[config.mk]
export PLATFORM = sky130hd
export DESIGN_NAME = accum_arbiter
export DESIGN_NICKNAME = d
export VERILOG_FILES = /design/src/rtl/accum_pkg.sv /design/src/rtl/accum_arbiter_rr.sv /design/src/rtl/accum_arbiter.sv
export SDC_FILE = /design/constraint.sdc
export NUM_CORES = 1
export LEC_CHECK = 0
export CAP_MARGIN = 10
export CORE_ASPECT_RATIO = 1.2
export CORE_UTILIZATION = 49
export CTS_CLUSTER_SIZE = 16
export DETAILED_ROUTE_END_ITERATION = 12
export PLACE_DENSITY_LB_ADDON = 0.3
export SLEW_MARGIN = 10
export SYNTH_ARGS = -nofsm -noshare
export SYNTH_HDL_FRONTEND = slang
export SYNTH_SLANG_ARGS = --single-unit
[constraint.sdc]
create_clock -name clk -period 3.65 [get_ports clk]
set_clock_uncertainty 0.05 [all_clocks]
set_input_delay 1.095 -clock clk [delete_from_list [all_inputs] [get_ports clk]]
set_output_delay 1.095 -clock clk [all_outputs]
set_load 0.01 [all_outputs]
[src/rtl/accum_pkg.sv]
// Shared types and defaults for the serialized accumulator arbiter.
// Provides the FSM state encoding and default sizing parameters.
package accum_pkg;

    localparam int DEF_NUM_REQ     = 4;
    localparam int DEF_ACCUM_WIDTH = 48;

    typedef enum logic [1:0] {
        IDLE = 2'd0,
        ADD  = 2'd1,
        RESP = 2'd2,
        CLR  = 2'd3
    } state_t;

endpackage

[src/rtl/accum_arbiter_rr.sv]
// Combinational round-robin picker: first set req bit at or above ptr,
// wrapping. Ports: req, ptr in; one-hot winner and any_req out.
module rr_arbiter #(
    parameter  int NUM_REQ = 4,
    localparam int ID_W    = $clog2(NUM_REQ)
) (
    input  logic [NUM_REQ-1:0] req,
    input  logic [ID_W-1:0]    ptr,
    output logic [NUM_REQ-1:0] winner,
    output logic               any_req
);

    int   idx;
    logic found;

    always_comb begin
        winner = '0;
        found  = 1'b0;
        idx    = 0;
        for (int off = 0; off < NUM_REQ; off++) begin
            idx = int'(ptr) + off;
            if (idx >= NUM_REQ) begin
                idx = idx - NUM_REQ;
            end
            if (!found && req[idx]) begin
                winner[idx] = 1'b1;
                found       = 1'b1;
            end
        end
    end

    assign any_req = |req;

endmodule

[src/rtl/accum_arbiter.sv]
// One shared accumulator serving NUM_REQ requesters in round-robin order.
// Ports: clk, reset_l, req/req_add/clear in; gnt, busy, resp_*, accum out.
module accum_arbiter
    import accum_pkg::*;
#(
    parameter  int NUM_REQ     = DEF_NUM_REQ,
    parameter  int ACCUM_WIDTH = DEF_ACCUM_WIDTH,
    localparam int ID_W        = $clog2(NUM_REQ)
) (
    input  logic                           clk,
    input  logic                           reset_l,
    input  logic [NUM_REQ-1:0]             req,
    input  logic [NUM_REQ*ACCUM_WIDTH-1:0] req_add,
    input  logic                           clear,
    output logic [NUM_REQ-1:0]             gnt,
    output logic                           busy,
    output logic                           resp_valid,
    output logic [ID_W-1:0]                resp_id,
    output logic [ACCUM_WIDTH-1:0]         resp_accum,
    input  logic                           resp_ready,
    output logic [ACCUM_WIDTH-1:0]         accum
);

    state_t                 state;
    logic [ID_W-1:0]        ptr;
    logic [ID_W-1:0]        win_q;
    logic [ACCUM_WIDTH-1:0] op_q;
    logic [ACCUM_WIDTH-1:0] accum_q;

    logic [NUM_REQ-1:0]     win_oh;
    logic                   any_req;
    logic [ID_W-1:0]        win_idx;
    logic [ID_W-1:0]        ptr_nxt;
    logic [ACCUM_WIDTH-1:0] win_add;
    logic [ACCUM_WIDTH-1:0] sum;

    rr_arbiter #(
        .NUM_REQ (NUM_REQ)
    ) u_rr (
        .req     (req),
        .ptr     (ptr),
        .winner  (win_oh),
        .any_req (any_req)
    );

    always_comb begin
        win_idx = '0;
        for (int i = 0; i < NUM_REQ; i++) begin
            if (win_oh[i]) begin
                win_idx = ID_W'(i);
            end
        end
    end

    assign win_add = req_add[int'(win_idx)*ACCUM_WIDTH +: ACCUM_WIDTH];

    // Explicit wrap so non-power-of-two NUM_REQ stays in range.
    assign ptr_nxt = (win_idx == ID_W'(NUM_REQ-1)) ?
                     '0 : win_idx + ID_W'(1);

    // Carry-out is dropped by the width of sum.
    assign sum = accum_q + op_q;

    assign accum = accum_q;
    assign busy  = (state != IDLE);

    always_ff @(posedge clk or negedge reset_l) begin
        if (!reset_l) begin
            state      <= IDLE;
            ptr        <= '0;
            win_q      <= '0;
            op_q       <= '0;
            accum_q    <= '0;
            gnt        <= '0;
            resp_valid <= 1'b0;
            resp_id    <= '0;
            resp_accum <= '0;
        end else begin
            unique case (state)
                IDLE: begin
                    if (clear) begin
                        state <= CLR;
                    end else if (any_req) begin
                        state <= ADD;
                        gnt   <= win_oh;
                        win_q <= win_idx;
                        op_q  <= win_add;
                        ptr   <= ptr_nxt;
                    end
                end
                ADD: begin
                    state      <= RESP;
                    gnt        <= '0;
                    accum_q    <= sum;
                    resp_valid <= 1'b1;
                    resp_id    <= win_q;
                    resp_accum <= sum;
                end
                RESP: begin
                    if (resp_ready) begin
                        state      <= IDLE;
                        resp_valid <= 1'b0;
                    end
                end
                CLR: begin
                    state   <= IDLE;
                    accum_q <= '0;
                end
                default: begin
                    state <= IDLE;
                end
            endcase
        end
    end

endmodule

==> impl_results.md <==
- GP Congestion: 0.920
- Slew @ Worst Pin: 0.639 ns
- Clock Tree Buf Depth: 2
- Routed len/inst: 18.4 µm
- Vias in the first global route: 10.1k
- Sequential Power Share: 0.220
- Crit share post-route: 0.951
- Clk slew on worst S/H paths: 0.07 ns
- Crit path time final: 3.47 ns
- Initial cell density of the core: 0.503
- Root buffer cell: clkbuf_16
- Met3 Resource Use GR: 0.0596
- Worst setup path class: primary input to flop
- First-pass GRT wire length: 52300 µm
- Skew-Pair Late Insertion Delay: 0.45 ns
- DRT antenna net count: 0
- Initial drt markers: 621
- Area taken by multi-input logic gates: 6120 µm²
- Mapped cell area: 10600 µm²
- Primary FF master, synth: dfrtp_1
- Number of remaining DRC errors: 0
- # fillers: 1668
- Top-count cell post-synth: nand2_1
- Final slew viol count: 0
- Clk network pwr share: 0.126
- Post-synth EDFFs: 0
- Syn_area_per_cell: 8.77 µm²
- Storage cell area: 3930 µm²
- Cell count after synthesis: 1211
- Met2 usage: 0.508
- Post-synthesis sequential area ratio: 0.370
- CTS Buf Count: 17
- CP Data Arrival Time: 3.75 ns
- # resized after CTS: 0
- Number of buffers added for setup after CTS: 0
- Distinct cell type count after synthesis: 66
- Die width: 136 µm
- Setup WS pre-CTS: -0.266 ns
- Yosys warning total: 0
- Share of cells above drive strength 1: 0.102
- Fin. Hold Viols: 0
- Data required, critical path: 3.93 ns
- Total power: 13.8 mW
- Synth area leader: dfrtp_1
- DP HPWL: 25400 µm
- Total wire length: 32900 µm
- Leak Pwr: 6.57 nW
- Seq cells post-synth: 157
- Syn Nets: 1465
- Sink Count: 157
- Pin count of the biggest net entering global routing: 79
- Hold WC Path Type: flop to flop
- Htree depth: 4
- Nets: 1760
- CTS tree: done
- Outcome: completed
- Crit path capture type: flop
- Most frequent cells after synthesis: nand2_1, dfrtp_1, a21oi_1
- Worst VDD drop: 654 µV
- Die area: 22300 µm²
- Max Clk Rate: 0.288 GHz
- P_int: 7.52 mW
- Post-synth top area share: 0.370
- Switching pwr: 6.27 mW
- Via density: 5.73
- Grt peak-use layer: met2
- Pwr dens: 935 nW/µm²
- Router iterations before antenna repair: 5
- Ys async rst share: 1.00
- Die height: 163 µm
- CP Max Fanout: 10
- Max-slew headroom: 0.569
- Port bufs: 303
- Met1 usage: 0.388
- Synth top area cells: dfrtp_1, ha_1, nand2_1, a211oi_2, a21oi_1
- Number of cell rows: 58
- Crit start category: primary input
- Post-CTS Hold Buffers: 0
- Area delta synth->final: 38.8%
- Combinational Power Share: 0.654
- Via count: 10.3k
- GR Util All Layers: 0.304
- Final setup margin: 0.179 ns
- Global route overflow: 0
- Initial antenna violation count: 5
- Io pins: 304
- Sw frac: 0.455
- Core ar.: 21100 µm²
- Max-Cap Viols: 0
- Finish-stage setup viols: 0
- RSZ-0062 raised after global routing: no
## area by class of cell
cell class / count / area share
well taps: 270 / 0.0229
multi-input cells: 924 / 0.415
clock buffers: 18 / 0.0298
diodes: 4 / 0.000679
repair buffers: 355 / 0.244
clock inverters: 14 / 0.00848
flip-flops and latches: 157 / 0.266
inverters: 51 / 0.0130
## worst max-delay path: stages
cell             delay, ns
clkdlybuf4s50_1       0.46
mux4_1                0.66
nor2b_1               0.24
a221oi_2              0.10
o2bb2ai_4             0.26
buf_4                 0.23
buf_12                0.15
mux2i_1               0.24
a211oi_2              0.09
a21oi_1               0.13
o21ai_1               0.08
## stage by stage
stage	setup TNS, ns	hold WS, ns	instance area (µm²)	utilization	std cells
2_1_floorplan	0	0.389	10600	-	1211
3_3_place_gp	-5.98	0.406	14200	0.671	1757
3_5_place_dp	-8.88	0.417	14200	0.671	1757
4_1_cts	0	0.432	14700	0.698	1789
5_1_grt	0	0.459	14700	0.698	1793
6_report	0	0.426	14700	0.698	1793
## routing by layer
metal / share of wire / vias to the layer above
li1: - / 4954
met1: 0.42 / 4923
met2: 0.49 / 346
met3: 0.059 / 48
met4: 0.026 / 0
met5: 0 / -
## worst paths after layout
kind	start	end	slack, ns	cells after the start
worst max-delay path	req[1]	op_q[12]$_DFFE_PN0P_	0.18	11
worst min-delay path	resp_accum[28]$_DFFE_PN0P_	resp_accum[28]$_DFFE_PN0P_	0.43	2
worst max register to register	accum[0]$_DFFE_PN0P_	accum[36]$_DFFE_PN0P_	0.34	11
worst min register to register	resp_accum[28]$_DFFE_PN0P_	resp_accum[28]$_DFFE_PN0P_	0.43	2
max in group asynchronous	reset_l	op_q[29]$_DFFE_PN0P_	2.20	2
min in group asynchronous	reset_l	resp_accum[4]$_DFFE_PN0P_	0.51	1
## layout by cell type, fill, tap and decap left out, drive strengths merged, types with 6 or more instances in the layout
| master | instances |
|---|---|
| nor2 | 91 |
| o21ai | 114 |
| o2bb2ai | 10 |
| o31ai | 6 |
| o21bai | 12 |
| mux2 | 7 |
| xnor2 | 19 |
| nor3 | 10 |
| buf | 53 |
| o211ai | 14 |
| o21a | 8 |
| clkdlybuf4s50 | 302 |
| nand2 | 176 |
| mux2i | 53 |
| clkbuf | 18 |
| nor4 | 6 |
| a21oi | 115 |
| a21o | 29 |
| inv | 60 |
| nand3 | 22 |
| dfrtp | 157 |
| a22o | 10 |
| xor2 | 11 |
| a211oi | 55 |
| o221ai | 6 |
| ha | 53 |
| nand4 | 23 |
| a31oi | 7 |
| nand2b | 6 |
| nor2b | 9 |
## flip-flops by register name, summed over array words and instances, names as in the netlist
signal      flops
accum          48
gnt             4
op_q           48
ptr             2
resp_accum     48
resp_id         2
resp_valid      1
state           2
win_q           2
## power groups by stage
stage / combinational [mW] / sequential, mW / clock (mW)
finish: 9.02 / 3.03 / 1.74
global route: 9.88 / 3.11 / 1.82
floorplan: 5.81 / 3.08 / 0
CTS: 9.00 / 3.03 / 1.75
detailed placement: 8.93 / 3.05 / 0
global placement: 8.75 / 3.04 / 0
## kinds of logic (layout without fill, tap and decap cells)
| kind of cell | Yosys count | after routing | synth area share |
|---|---|---|---|
| AO/OA/AOI/OAI | 412 | 412 | 0.268 |
| XOR/XNOR | 30 | 30 | 0.0247 |
| adder cells (fa/ha/maj) | 54 | 54 | 0.0643 |
| buffers and inverters | 130 | 438 | 0.0566 |
| flip-flops | 157 | 157 | 0.370 |
| multiplexers | 64 | 64 | 0.0665 |
| other | 0 | 4 | 0 |
| AND/OR/NAND/NOR | 364 | 364 | 0.150 |
Note: power is estimated with default switching activity, not from simulation.
